File: src/rtl/booth_mul_r4_pkg.sv
// Shared types for the radix-4 Booth multiplier: FSM states, the recoded
// Booth digit, and the accumulator width helper.
package booth_pkg;

    typedef enum logic {
        IDLE = 1'b0,
        CALC = 1'b1
    } state_t;

    // One radix-4 Booth digit in sign/magnitude form: value is 0, +-M or +-2M.
    typedef struct packed {
        logic zero;
        logic two;
        logic neg;
    } booth_digit_t;

    // Guard bits above the operand width so that A +- 2M never wraps.
    localparam int ACC_GUARD = 4;

    function automatic int acc_width(input int width);
        return width + ACC_GUARD;
    endfunction

endpackage

File: src/rtl/booth_mul_r4_if.sv
// Start/busy/done handshake bundle between a datapath controller (master)
// and the multiplier (slave).
interface booth_mul_r4_if #(
    parameter int WIDTH = 16
) ();
    logic                 start;
    logic                 is_signed;
    logic [WIDTH-1:0]     multiplier;
    logic [WIDTH-1:0]     multiplicand;
    logic                 busy;
    logic                 done;
    logic [2*WIDTH-1:0]   product;

    modport master (
        output start, is_signed, multiplier, multiplicand,
        input  busy, done, product
    );

    modport slave (
        input  start, is_signed, multiplier, multiplicand,
        output busy, done, product
    );
endinterface

File: src/rtl/booth_mul_r4_enc.sv
// Combinational radix-4 Booth recoder: {Q[1],Q[0],Q_1} -> {zero, two, neg}.
// Kept standalone so an array multiplier can reuse it per partial product.
module booth_r4_enc
    import booth_pkg::*;
(
    input  logic [2:0]   trip,
    output booth_digit_t dig
);

    // Map the overlapping bit triplet onto digit magnitude and sign.
    always_comb begin
        dig = '{zero: 1'b0, two: 1'b0, neg: 1'b0};
        case (trip)
            3'b000, 3'b111: dig.zero = 1'b1;
            3'b001, 3'b010: dig.neg  = 1'b0;
            3'b011:         dig.two  = 1'b1;
            3'b100:         begin dig.two = 1'b1; dig.neg = 1'b1; end
            3'b101, 3'b110: dig.neg  = 1'b1;
            default:        dig.zero = 1'b1;
        endcase
    end

endmodule

File: src/rtl/booth_mul_r4.sv
// Sequential radix-4 Booth multiplier. Retires two multiplier bits per clock,
// signed or unsigned per operation, start/busy/done handshake.
module booth_mul_r4
    import booth_pkg::*;
#(
    parameter int WIDTH = 16
) (
    input  logic           clk,
    input  logic           rst,
    booth_mul_r4_if.slave  bus
);

    localparam int ITER  = WIDTH / 2 + 1;
    localparam int AW    = acc_width(WIDTH);
    localparam int QW    = WIDTH + 2;
    localparam int CNT_W = $clog2(ITER);

    if ((WIDTH % 2) != 0 || WIDTH < 4) begin : g_width_check
        $error("booth_mul_r4: WIDTH must be even and >= 4");
    end

    state_t                  state;
    logic signed [AW-1:0]    acc;
    logic signed [AW-1:0]    m_reg;
    logic        [QW-1:0]    q_reg;
    logic                    q_1;
    logic        [CNT_W-1:0] cnt;
    logic                    done_r;
    logic [2*WIDTH-1:0]      prod_r;

    booth_digit_t            dig;
    logic signed [AW-1:0]    mag;
    logic signed [AW-1:0]    addend;
    logic signed [AW-1:0]    sum;
    logic signed [AW-1:0]    nxt_acc;
    logic        [QW-1:0]    nxt_q;
    logic [2*WIDTH-1:0]      nxt_prod;

    // Two extra multiplier bits make the unsigned case a positive signed
    // number with an even bit count, so ITER digits cover it exactly.
    function automatic logic [QW-1:0] ext_q(input logic [WIDTH-1:0] x, input logic sgn);
        return {{2{sgn & x[WIDTH-1]}}, x};
    endfunction

    function automatic logic signed [AW-1:0] ext_m(input logic [WIDTH-1:0] x, input logic sgn);
        return {{(AW-WIDTH){sgn & x[WIDTH-1]}}, x};
    endfunction

    booth_r4_enc u_enc (
        .trip ({q_reg[1:0], q_1}),
        .dig  (dig)
    );

    // Add the selected multiple of M, then arithmetic-shift {A,Q,Q_1} by two.
    always_comb begin
        mag      = dig.two ? (m_reg <<< 1) : m_reg;
        addend   = dig.zero ? '0 : (dig.neg ? -mag : mag);
        sum      = acc + addend;
        nxt_acc  = sum >>> 2;
        nxt_q    = {sum[1:0], q_reg[QW-1:2]};
        nxt_prod = {nxt_acc[WIDTH-3:0], nxt_q};
    end

    // Control FSM, iteration counter, shift register and result registers.
    always_ff @(posedge clk or posedge rst) begin
        if (rst) begin
            state  <= IDLE;
            acc    <= '0;
            m_reg  <= '0;
            q_reg  <= '0;
            q_1    <= 1'b0;
            cnt    <= '0;
            done_r <= 1'b0;
            prod_r <= '0;
        end else begin
            done_r <= 1'b0;
            case (state)
                IDLE: begin
                    if (bus.start) begin
                        acc   <= '0;
                        q_reg <= ext_q(bus.multiplier, bus.is_signed);
                        q_1   <= 1'b0;
                        m_reg <= ext_m(bus.multiplicand, bus.is_signed);
                        cnt   <= CNT_W'(ITER - 1);
                        state <= CALC;
                    end
                end
                CALC: begin
                    acc   <= nxt_acc;
                    q_reg <= nxt_q;
                    q_1   <= q_reg[1];
                    cnt   <= cnt - CNT_W'(1);
                    if (cnt == '0) begin
                        state  <= IDLE;
                        done_r <= 1'b1;
                        prod_r <= nxt_prod;
                    end
                end
                default: state <= IDLE;
            endcase
        end
    end

    assign bus.busy    = (state == CALC);
    assign bus.done    = done_r;
    assign bus.product = prod_r;

endmodule
File: src/flat_wrapper.sv
// flat-port wrapper written by rule: the top's interface ports become plain ports
module booth_mul_r4_flat import booth_pkg::*;
#(
    parameter int WIDTH = 16
)
  (clk, rst, bus_start, bus_is_signed, bus_multiplier, bus_multiplicand, bus_busy, bus_done, bus_product);
  booth_mul_r4_if #(.WIDTH(WIDTH)) bus_i ();
  input  logic clk;
  input  logic rst;
  input wire logic [$bits(bus_i.start)-1:0] bus_start;
  input wire logic [$bits(bus_i.is_signed)-1:0] bus_is_signed;
  input wire logic [$bits(bus_i.multiplier)-1:0] bus_multiplier;
  input wire logic [$bits(bus_i.multiplicand)-1:0] bus_multiplicand;
  output wire logic [$bits(bus_i.busy)-1:0] bus_busy;
  output wire logic [$bits(bus_i.done)-1:0] bus_done;
  output wire logic [$bits(bus_i.product)-1:0] bus_product;
  assign bus_i.start = bus_start;
  assign bus_i.is_signed = bus_is_signed;
  assign bus_i.multiplier = bus_multiplier;
  assign bus_i.multiplicand = bus_multiplicand;
  assign bus_busy = bus_i.busy;
  assign bus_done = bus_i.done;
  assign bus_product = bus_i.product;
  booth_mul_r4 #(.WIDTH(WIDTH)) u_core (.clk(clk), .rst(rst), .bus(bus_i));
endmodule
File: config.mk
export PLATFORM = sky130hd
export DESIGN_NAME = booth_mul_r4_flat
export DESIGN_NICKNAME = d
export VERILOG_FILES = /design/src/rtl/booth_mul_r4_pkg.sv /design/src/rtl/booth_mul_r4_if.sv /design/src/rtl/booth_mul_r4_enc.sv /design/src/rtl/booth_mul_r4.sv /design/src/flat_wrapper.sv
export SDC_FILE = /design/constraint.sdc
export NUM_CORES = 1
export LEC_CHECK = 0
export CAP_MARGIN = 20
export CORE_MARGIN = 2
export CORE_UTILIZATION = 40
export DETAILED_ROUTE_END_ITERATION = 16
export DONT_BUFFER_PORTS = 1
export GPL_TIMING_DRIVEN = 1
export HOLD_SLACK_MARGIN = 0.15
export PLACE_DENSITY_LB_ADDON = 0.3
export REMOVE_ABC_BUFFERS = 1
export SLEW_MARGIN = 30
export SYNTH_ARGS = -nofsm -noshare
export SYNTH_HDL_FRONTEND = slang
export SYNTH_SLANG_ARGS = --single-unit
File: constraint.sdc
create_clock -name clk -period 7.3 [get_ports clk]
set_clock_uncertainty 0.2 [all_clocks]
set_input_delay 1.46 -clock clk [delete_from_list [all_inputs] [get_ports clk]]
set_output_delay 1.46 -clock clk [all_outputs]
set_load 0.1 [all_outputs]
==> reports/qor.yml, run 1 <==
result_of_the_run: "finished clean"
synth_compound_gate_area_share: 0.202
type_of_the_tightest_min_delay_check: "flip-flop to flip-flop"
layout.filler_cells: 1416
multi_input_comb_area_um2: 3130
grt_setup_unrepaired: "false"
hold_path.startpoint: "u_core.acc[5]"
ys_ff_latch: 92
drt_first_pass_iters: 5
worst_slew_margin_rel: 0.367
setup_slack_reg_to_reg_ps: 1660
yosysTopAreaCell: "dfrtp_1"
worst_setup_path_startpoint: "u_core.q_reg[1]"
critPathRequiredTime_ps: 7330
post-cts-setup-buffer-count: 0
io_buffer_count: 0
vias_per_cell: 5.76
clock_slew_at_reported_path_ffs_ps: 70
mappedNetlistArea_um2: 5660
post-place-cells: 794
fin_cells: 810
design.die.area_um2: 15100
reg2reg_from: "u_core.q_reg[1]"
grt_pass1_wl_um: 23800
number_of_synthesized_flops_with_an_enable_pin: 0
synth-warning-count: 0
largest_register_ffs: 32
gr-max-usage-layer: "met2"
async_reset_ff_frac: 1.00
setup_tns_final_ps: 0
yosys_most_used_dff: "dfrtp_1"
placementRows: 43
cts_resized: 0
synth-xor-area-share: 0.0356
grt_use_met1: 0.266
synth_fa_ha_area_frac: 0.0499
globalRouteMet3Util: 0.0567
timing.reg2reg.worst_path_depth: 18
tritoncts: "built"
std_cell_core_area_um2: 13900
antenna_found_initial: 1
worstPathMaxFanout: 34
fp.dieH_um: 123
die_w_um: 123
netlist-cell-type-count: 68
element_type_at_the_critical_path_start: "flip-flop"
gp_congestion: 0.931
finalSetupViolCount: 0
sequential_cell_area_um2: 2300
path_class: "flip-flop to flip-flop"
global_route.usage.met2: 0.327
routed_wl_um: 14500
timing.final.crit_share: 0.772
worst_r2r_endpoint: "u_core.bus.product[31]"
synth_area_leaders: "dfrtp_1 (41%), nand2_1 (9.0%), o21ai_0 (7.3%)"
area.growth.synth_to_final_pct: 6.32
synthDominantCellAreaShare: 0.407
via_count_of_the_first_global_routing_pass: 4665
netlist_instances: 654
synth.avg_cell_area_um2: 8.66
timing.hold.worst_path_depth: 2
antennaDiodeCount: 0
arrival_ps: 5670
starting_density: 0.408
vias: 4666
ioPinCount: 70
clock_latency_ps: 350
max-cap-violations: 0
dpl.hpwl_um: 10200
drive_above_1_share: 0.0937
min_period_ps: 5640
post_synth_mux_area_share: 0.0676
cts-htree-levels: 3
avgRoutedWirePerCell_um: 17.9
hold_violations: 0
timing_worst_slew_pin_value_ps: 949
grt_util_all_layers: 0.202
post_synth_and_or_nand_nor_area_fraction: 0.194
root_buffer: "clkbuf_16"
detail_route_antenna_nets: 0
end_kind: "flip-flop"
pin_count_of_the_biggest_net_entering_global_routing: 62
report.final.slew_viol_count: 0
drt_drc_violations_left: 0
clock-sinks: 92
holdBufCountCts: 0
synth_top_family_by_area: "compound AO/OA/AOI/OAI gates"
hold_end: "u_core.acc[5]"
synth_sequential_area_ratio: 0.407
nNetsFinal: 683
clockBufferDepth: 2
first_iter_violations: 330
cts_inserted_buffers: 9
max_freq_mhz: 177
gr-total-overflow: 0
[logic make-up after synthesis]
| group | after synthesis |
|---|---|
| XOR/XNOR | 23 |
| flip-flops | 92 |
| AND/OR/NAND/NOR | 238 |
| AO/OA/AOI/OAI | 183 |
| buffers and inverters | 60 |
| multiplexers | 36 |
| adder cells (fa/ha/maj) | 22 |
[routing by layer]
layer	vias up	share of wire
li1	2252	-
met1	2265	0.46
met2	130	0.46
met3	17	0.064
met4	2	0.015
met5	-	0.00090
[final cells by class]
| cell class | instances | share of cell area |
|---|---|---|
| tap | 180 | 0.0374 |
| sequential | 92 | 0.383 |
| inverter | 17 | 0.0110 |
| clock inverter | 6 | 0.00769 |
| multi-input combinational | 502 | 0.519 |
| timing repair buffer | 3 | 0.00374 |
| clock buffer | 10 | 0.0380 |
[layout by cell type (no fill, tap or decap), types with 3 or more instances in the layout]
cell,instances
xor2_1,13
or3_1,8
nand4_1,5
and2_1,5
o31ai_1,5
nand3b_1,3
nor3b_1,3
o21a_1,5
o21ai_0,83
nand2b_1,4
a21oi_1,27
buf_4,3
a21o_1,11
a22oi_1,6
nor2_1,27
a21boi_0,4
nand3_1,9
a31oi_1,4
inv_1,14
mux2_2,18
o221ai_1,6
dfrtp_1,90
or2_2,5
a211oi_1,4
xnor2_1,9
ha_1,21
mux2i_1,18
nand2_1,136
clkbuf_16,9
nor3_1,12
nor2b_1,5
[how the worst max path moves through the flow]
stage                                   endpoint  slack (ps)  cells after the start
final                     u_core.bus.product[31]        1660                     18
after global routing      u_core.bus.product[31]        1060                     18
after floorplan                   u_core.acc[18]        2460                     18
after detailed placement  u_core.bus.product[31]        1380                     18
after CTS                 u_core.bus.product[31]        1330                     18
after global placement    u_core.bus.product[31]        1590                     18
[critical path: stages, from the launching register on]
cell and delay, ps:
dfrtp_2 720, nor3b_2 660, nor2_2 220, mux2i_1 210
ha_1 220, nor2b_1 260, and2_1 220, nand3b_1 140
nor3_1 270, o21ai_0 120, a221oi_1 350, ha_1 380
a211oi_1 280, o21bai_1 130, a31oi_1 320, nor2_1 90
a311oi_1 330, xnor2_1 130, mux2_2 270
[stage by stage]
stage / setup slack [ps] / area [um^2] / util / hold WS (ps)
2_1_floorplan: 2460 / 5480 / - / 253
6_report: 1660 / 6020 / 0.434 / 294
5_1_grt: 1060 / 6020 / 0.434 / 322
3_3_place_gp: 1590 / 5730 / 0.413 / 268
4_1_cts: 1330 / 6010 / 0.433 / 296
3_5_place_dp: 1380 / 5730 / 0.413 / 281
[Yosys cell counts, types with 2 or more instances]
library cell  number
a31oi_1            4
inv_1             15
nor2_1            28
and3_1             2
a32o_1             2
o22ai_1            2
and2_1             5
nand3_1            9
nand2b_1           4
or2_2              5
clkbuf_1          30
a21boi_0           4
buf_1              6
xnor2_1           10
mux2_2            18
buf_2              3
dfrtp_1           92
a311oi_1           2
a21oi_1           27
nor3b_1            3
mux2i_1           18
a311oi_2           2
a221oi_1           2
o21a_1             5
o221a_2            2
or3_1              8
o211ai_1           2
a22oi_1            6
nor4_1             2
buf_4              2
a221o_1            2
a21o_1            11
nor2b_1            6
nand2_1          136
o21ai_0           83
xor2_1            13
a211oi_1           4
o21ai_1            2
nand4_1            5
o221ai_1           6
buf_6              2
ha_1              21
o31ai_1            5
nand3b_1           3
nor3_1            12
Power of run 1 is left out: the tool's default activity adds up to more than one toggle a clock period on the data nets, which glitch-free logic cannot reach.
==> run 2, diff against run 1 <==
- clock period: 7.3 -> 5.81 ns (I/O delays scaled with it)
==> run 2 against run 1 <==
  * Sequential share of layout area down 0.16 points
  * Global-route usage decreased by 0.12 points
  * Highest routed layer unchanged
  * Critical path type unchanged
  * Worst hold slack lost 1.0 ps
  * Critical path depth unchanged
  * Setup slack got worse by 1200 ps
  * Core utilization rose by 0.15 points
  * Cell count rose by 0.37%
  * Count of clock-buffer cells in the layout did not move
  * Non-clock buffer count increased by 3
  * Register-to-register slack got worse by 1200 ps
  * Maximum frequency is 5.2% higher
  * Flip-flop and latch count is the same
==> reports/qor.yml, run 2 (synthesized netlist as in run 1, its figures left out) <==
io_buffer_count: 0
pin_count_of_the_biggest_net_entering_global_routing: 63
slowest_stage: "dfrtp_1"
grt_pass1_wl_um: 23400
gr-total-overflow: 0
std_cell_core_area_um2: 13900
reg2reg_from: "u_core.q_reg[0]"
grt_util_all_layers: 0.201
path_class: "flip-flop to flip-flop"
detail_route_antenna_nets: 0
starting_density: 0.408
end_kind: "flip-flop"
cp_num_buf_inv: 0
die_w_um: 123
min_period_ps: 5360
clock_slew_at_reported_path_ffs_ps: 70
worst_r2r_endpoint: "u_core.bus.product[31]"
vias_per_cell: 5.74
globalRouteMet3Util: 0.0632
clock-sinks: 92
setup_tns_final_ps: 0
sequential_cell_area_um2: 2300
path_depth: 18
design.die.area_um2: 15100
avgRoutedWirePerCell_um: 17.8
largest_register_ffs: 32
antennaDiodeCount: 0
multi_input_comb_area_um2: 3130
tritoncts: "built"
dpl.hpwl_um: 10300
crit_chain: "and3b_1 -> nor2_2 -> mux2i_1 -> ha_1 -> nor2b_1 -> and2_1 -> nand3b_1 -> nor3_1 -> o21ai_0 -> a221oi_1 -> ha_1 -> a211oi_1 -> o21bai_1 -> a31oi_1 -> nor2_1 -> a311oi_1 -> xnor2_1 -> mux2_2"
report.final.slew_viol_count: 0
finalSetupViolCount: 0
placementRows: 43
grt_setup_unrepaired: "false"
layout.cells.most_common_list: "nand2_1 (136), dfrtp_1 (91), o21ai_0 (83), a21oi_1 (27), nor2_1 (27)"
clockBufferDepth: 2
result_of_the_run: "finished clean"
global_route.usage.met2: 0.336
type_of_the_tightest_min_delay_check: "flip-flop to flip-flop"
holdBufCountCts: 0
max_freq_mhz: 187
nNetsFinal: 686
cpLargestDelayFamily: "simple AND/OR/NAND/NOR gates"
fp.dieH_um: 123
timing.hold.worst_path_depth: 2
gp_congestion: 0.909
max-cap-violations: 0
clock_latency_ps: 340
area.growth.synth_to_final_pct: 6.69
critPathRequiredTime_ps: 5850
setup_slack_reg_to_reg_ps: 450
layout.filler_cells: 1410
element_type_at_the_critical_path_start: "flip-flop"
antenna_found_initial: 2
first_iter_violations: 225
timing.reg2reg.worst_path_depth: 18
cts_inserted_buffers: 9
root_buffer: "clkbuf_16"
ioPinCount: 70
vias: 4670
timing.final.crit_share: 0.923
routed_wl_um: 14500
cts-htree-levels: 3
gr-max-usage-layer: "met2"
mostFrequentLayoutCell: "nand2_1"
hold_end: "u_core.acc[2]"
grt_use_met1: 0.255
worstPathMaxFanout: 11
drive_above_1_share: 0.0964
drt_drc_violations_left: 0
arrival_ps: 5400
maximum_single_stage_delay_on_the_critical_path_ps: 510
worst_slew_margin_rel: 0.378
drt_first_pass_iters: 5
post-cts-setup-buffer-count: 0
timing_worst_slew_pin_value_ps: 933
hold_path.startpoint: "u_core.acc[2]"
cts_resized: 0
hold_violations: 0
crit_path_frequent_cell: "ha_1"
via_count_of_the_first_global_routing_pass: 4589
run 2: changes by cell type in the layout (fill, tap and decap cells not counted):
cell / previous run / this run
dfrtp_2: 2 / 1
buf_4: 3 / 6
dfrtp_1: 90 / 91
run 2: cell type report:
cell class / count / area share
Clock buffer: 10 / 0.0379
Tap cell: 180 / 0.0373
Timing Repair Buffer: 6 / 0.00745
Clock inverter: 6 / 0.00766
Multi-Input combinational cell: 502 / 0.517
Inverter: 17 / 0.0110
Sequential cell: 92 / 0.381
run 2: how the worst max path moves through the flow:
| stage | slack, ps | end | start |
|---|---|---|---|
| final | 450 | u_core.bus.product[31] | u_core.q_reg[0] |
| after global routing | 4 | u_core.bus.product[31] | u_core.q_reg[0] |
| after CTS | 540 | u_core.bus.product[31] | u_core.q_reg[0] |
| after detailed placement | 550 | u_core.bus.product[31] | u_core.q_reg[0] |
| after global placement | 720 | u_core.bus.product[31] | u_core.q_reg[0] |
| after floorplan | 970 | u_core.acc[18] | u_core.q_reg[1] |
run 2: routing by layer:
| layer | up-vias | part of all wire |
|---|---|---|
| met1 | 2251 | 0.44 |
| met2 | 138 | 0.47 |
| met5 | - | 0.0023 |
| met4 | 4 | 0.011 |
| met3 | 14 | 0.078 |
| li1 | 2263 | - |
run 2: worst register-to-register path, cell delays in order (launching register included):
cell	delay [ps]
dfrtp_1	510
and3b_1	390
nor2_2	440
mux2i_1	240
ha_1	220
nor2b_1	260
and2_1	210
nand3b_1	150
nor3_1	240
o21ai_0	110
a221oi_1	370
ha_1	380
a211oi_1	290
o21bai_1	130
a31oi_1	310
nor2_1	90
a311oi_1	320
xnor2_1	120
mux2_2	270
run 2: through the flow:
step | setup WS (ps) | area, um^2 | cells | util | hold WS, ps
after global placement | 721 | 5750 | 797 | 0.414 | 270
after detailed placement | 546 | 5750 | 797 | 0.415 | 283
after floorplan | 974 | 5480 | 611 | - | 253
final | 449 | 6040 | 813 | 0.435 | 293
after CTS | 537 | 6030 | 813 | 0.434 | 299
after global routing | 3.98 | 6040 | 813 | 0.435 | 321
Power of run 2 is left out for the same reason.
==> run 3, diff against run 2 <==
- SETUP_SLACK_MARGIN: default -> 0.5
==> run 3 against run 2 <==
  * Cell area rose by 0.99%
  * Cell count rose by 0.74%
  * Maximum frequency up 9.0%
  * Sequential share of layout area down 0.38 points
  * Count of clock-buffer cells in the layout did not move
  * Die area did not move
  * Setup slack better by 440 ps
  * Worst hold slack improved by 1.5 ps
  * Critical path type unchanged
  * Largest cell class unchanged
  * Highest routed layer unchanged
==> reports/qor.yml, run 3 (synthesized netlist as in run 1, its figures left out) <==
critPathRequiredTime_ps: 5880
tritoncts: "built"
path_class: "flip-flop to flip-flop"
design.die.area_um2: 15100
ioPinCount: 70
grt_pass1_wl_um: 23400
area.growth.synth_to_final_pct: 7.76
report.final.slew_viol_count: 0
setup_tns_final_ps: 0
max-cap-violations: 0
setup_slack_reg_to_reg_ps: 890
grt_setup_unrepaired: "false"
routed_wl_um: 14500
layout.cells.most_common_list: "nand2_1 (136), dfrtp_1 (91), o21ai_0 (83), a21oi_1 (27), nor2_1 (27)"
postLayoutSetupSlackWorst_ps: 893
min_period_ps: 4920
drt_drc_violations_left: 0
largest_register_ffs: 32
first_iter_violations: 195
via_count_of_the_first_global_routing_pass: 4589
starting_density: 0.408
fp.dieH_um: 123
io_buffer_count: 0
finalSetupViolCount: 0
worst_slew_margin_rel: 0.377
type_of_the_tightest_min_delay_check: "flip-flop to flip-flop"
grt_util_all_layers: 0.201
antennaDiodeCount: 0
root_buffer: "clkbuf_16"
dpl.hpwl_um: 10300
worstPathMaxFanout: 22
cts_inserted_buffers: 9
finalInstanceArea_um2: 6100
timing.final.crit_share: 0.846
dp_slack_ps: 546
clock_latency_ps: 350
gr-total-overflow: 0
avgRoutedWirePerCell_um: 17.7
nNetsFinal: 692
max_freq_mhz: 203
result_of_the_run: "finished clean"
end_kind: "flip-flop"
vias: 4690
vias_per_cell: 5.73
element_type_at_the_critical_path_start: "flip-flop"
hold_violations: 0
dpl-instance-area_um2: 5750
whs_ps: 294
clock-sinks: 92
gp_congestion: 0.909
die_w_um: 123
holdBufCountCts: 0
arrival_ps: 4990
timing_worst_slew_pin_value_ps: 934
pin_count_of_the_biggest_net_entering_global_routing: 63
clockBufferDepth: 2
mostFrequentLayoutCell: "nand2_1"
drt_first_pass_iters: 6
std_cell_core_area_um2: 13900
drive_above_1_share: 0.110
cts-htree-levels: 3
clock_slew_at_reported_path_ffs_ps: 70
placementRows: 43
antenna_found_initial: 2
detail_route_antenna_nets: 0
## run 3: cell count changes in the layout (fill, tap and decap cells not counted), sizes merged
cell  delta
buf      +6
## run 3: per-layer routing
layer	GRT usage	routed length, um
met5	0	33
met4	0.0469	153
met3	0.0632	1010
met2	0.336	6850
met1	0.255	6470
## run 3: stage by stage
| step | utilization | instances |
|---|---|---|
| 2_1_floorplan | - | 611 |
| 3_3_place_gp | 0.414 | 797 |
| 3_5_place_dp | 0.415 | 797 |
| 4_1_cts | 0.434 | 813 |
| 5_1_grt | 0.440 | 819 |
| 6_report | 0.440 | 819 |
## run 3: final cells by class
class | count | area (um^2)
multi-input cells | 502 | 3140
clock buffers | 10 | 229
fillers | 1413 | 7780
well taps | 180 | 225
flip-flops and latches | 92 | 2300
inverters | 17 | 66.3
clock inverters | 6 | 46.3
repair buffers | 12 | 90.1
## run 3: worst paths after layout
kind	end	cells past startpoint	start
max	u_core.acc[18]	17	u_core.q_reg[1]
min	u_core.acc[2]	2	u_core.acc[2]
max reg2reg	u_core.acc[18]	17	u_core.q_reg[1]
min reg2reg	u_core.acc[2]	2	u_core.acc[2]
max in group asynchronous	u_core.bus.busy	2	rst
min in group asynchronous	u_core.bus.product[6]	1	rst
## run 3: critical path, cell delays in order, from the launching register on
cell	delay, ps
dfrtp_1	320
buf_4	190
buf_4	250
or3b_4	550
a311oi_2	380
o221a_2	300
nand4_1	200
nor3_2	200
nor3_1	70
a221o_1	320
ha_1	370
and3_1	250
nand4_1	140
or3_1	360
o221ai_1	220
nand3_1	130
a211o_1	300
o21ai_1	90
## run 3: timing repair
item | 4_1_cts | 5_1_grt
endpoints found under the setup margin | 0 | 11
setup buffers | 0 | 6
hold endpoints to repair | 0 | 0
gates resized for setup | 0 | 4
Power of run 3 is left out for the same reason.
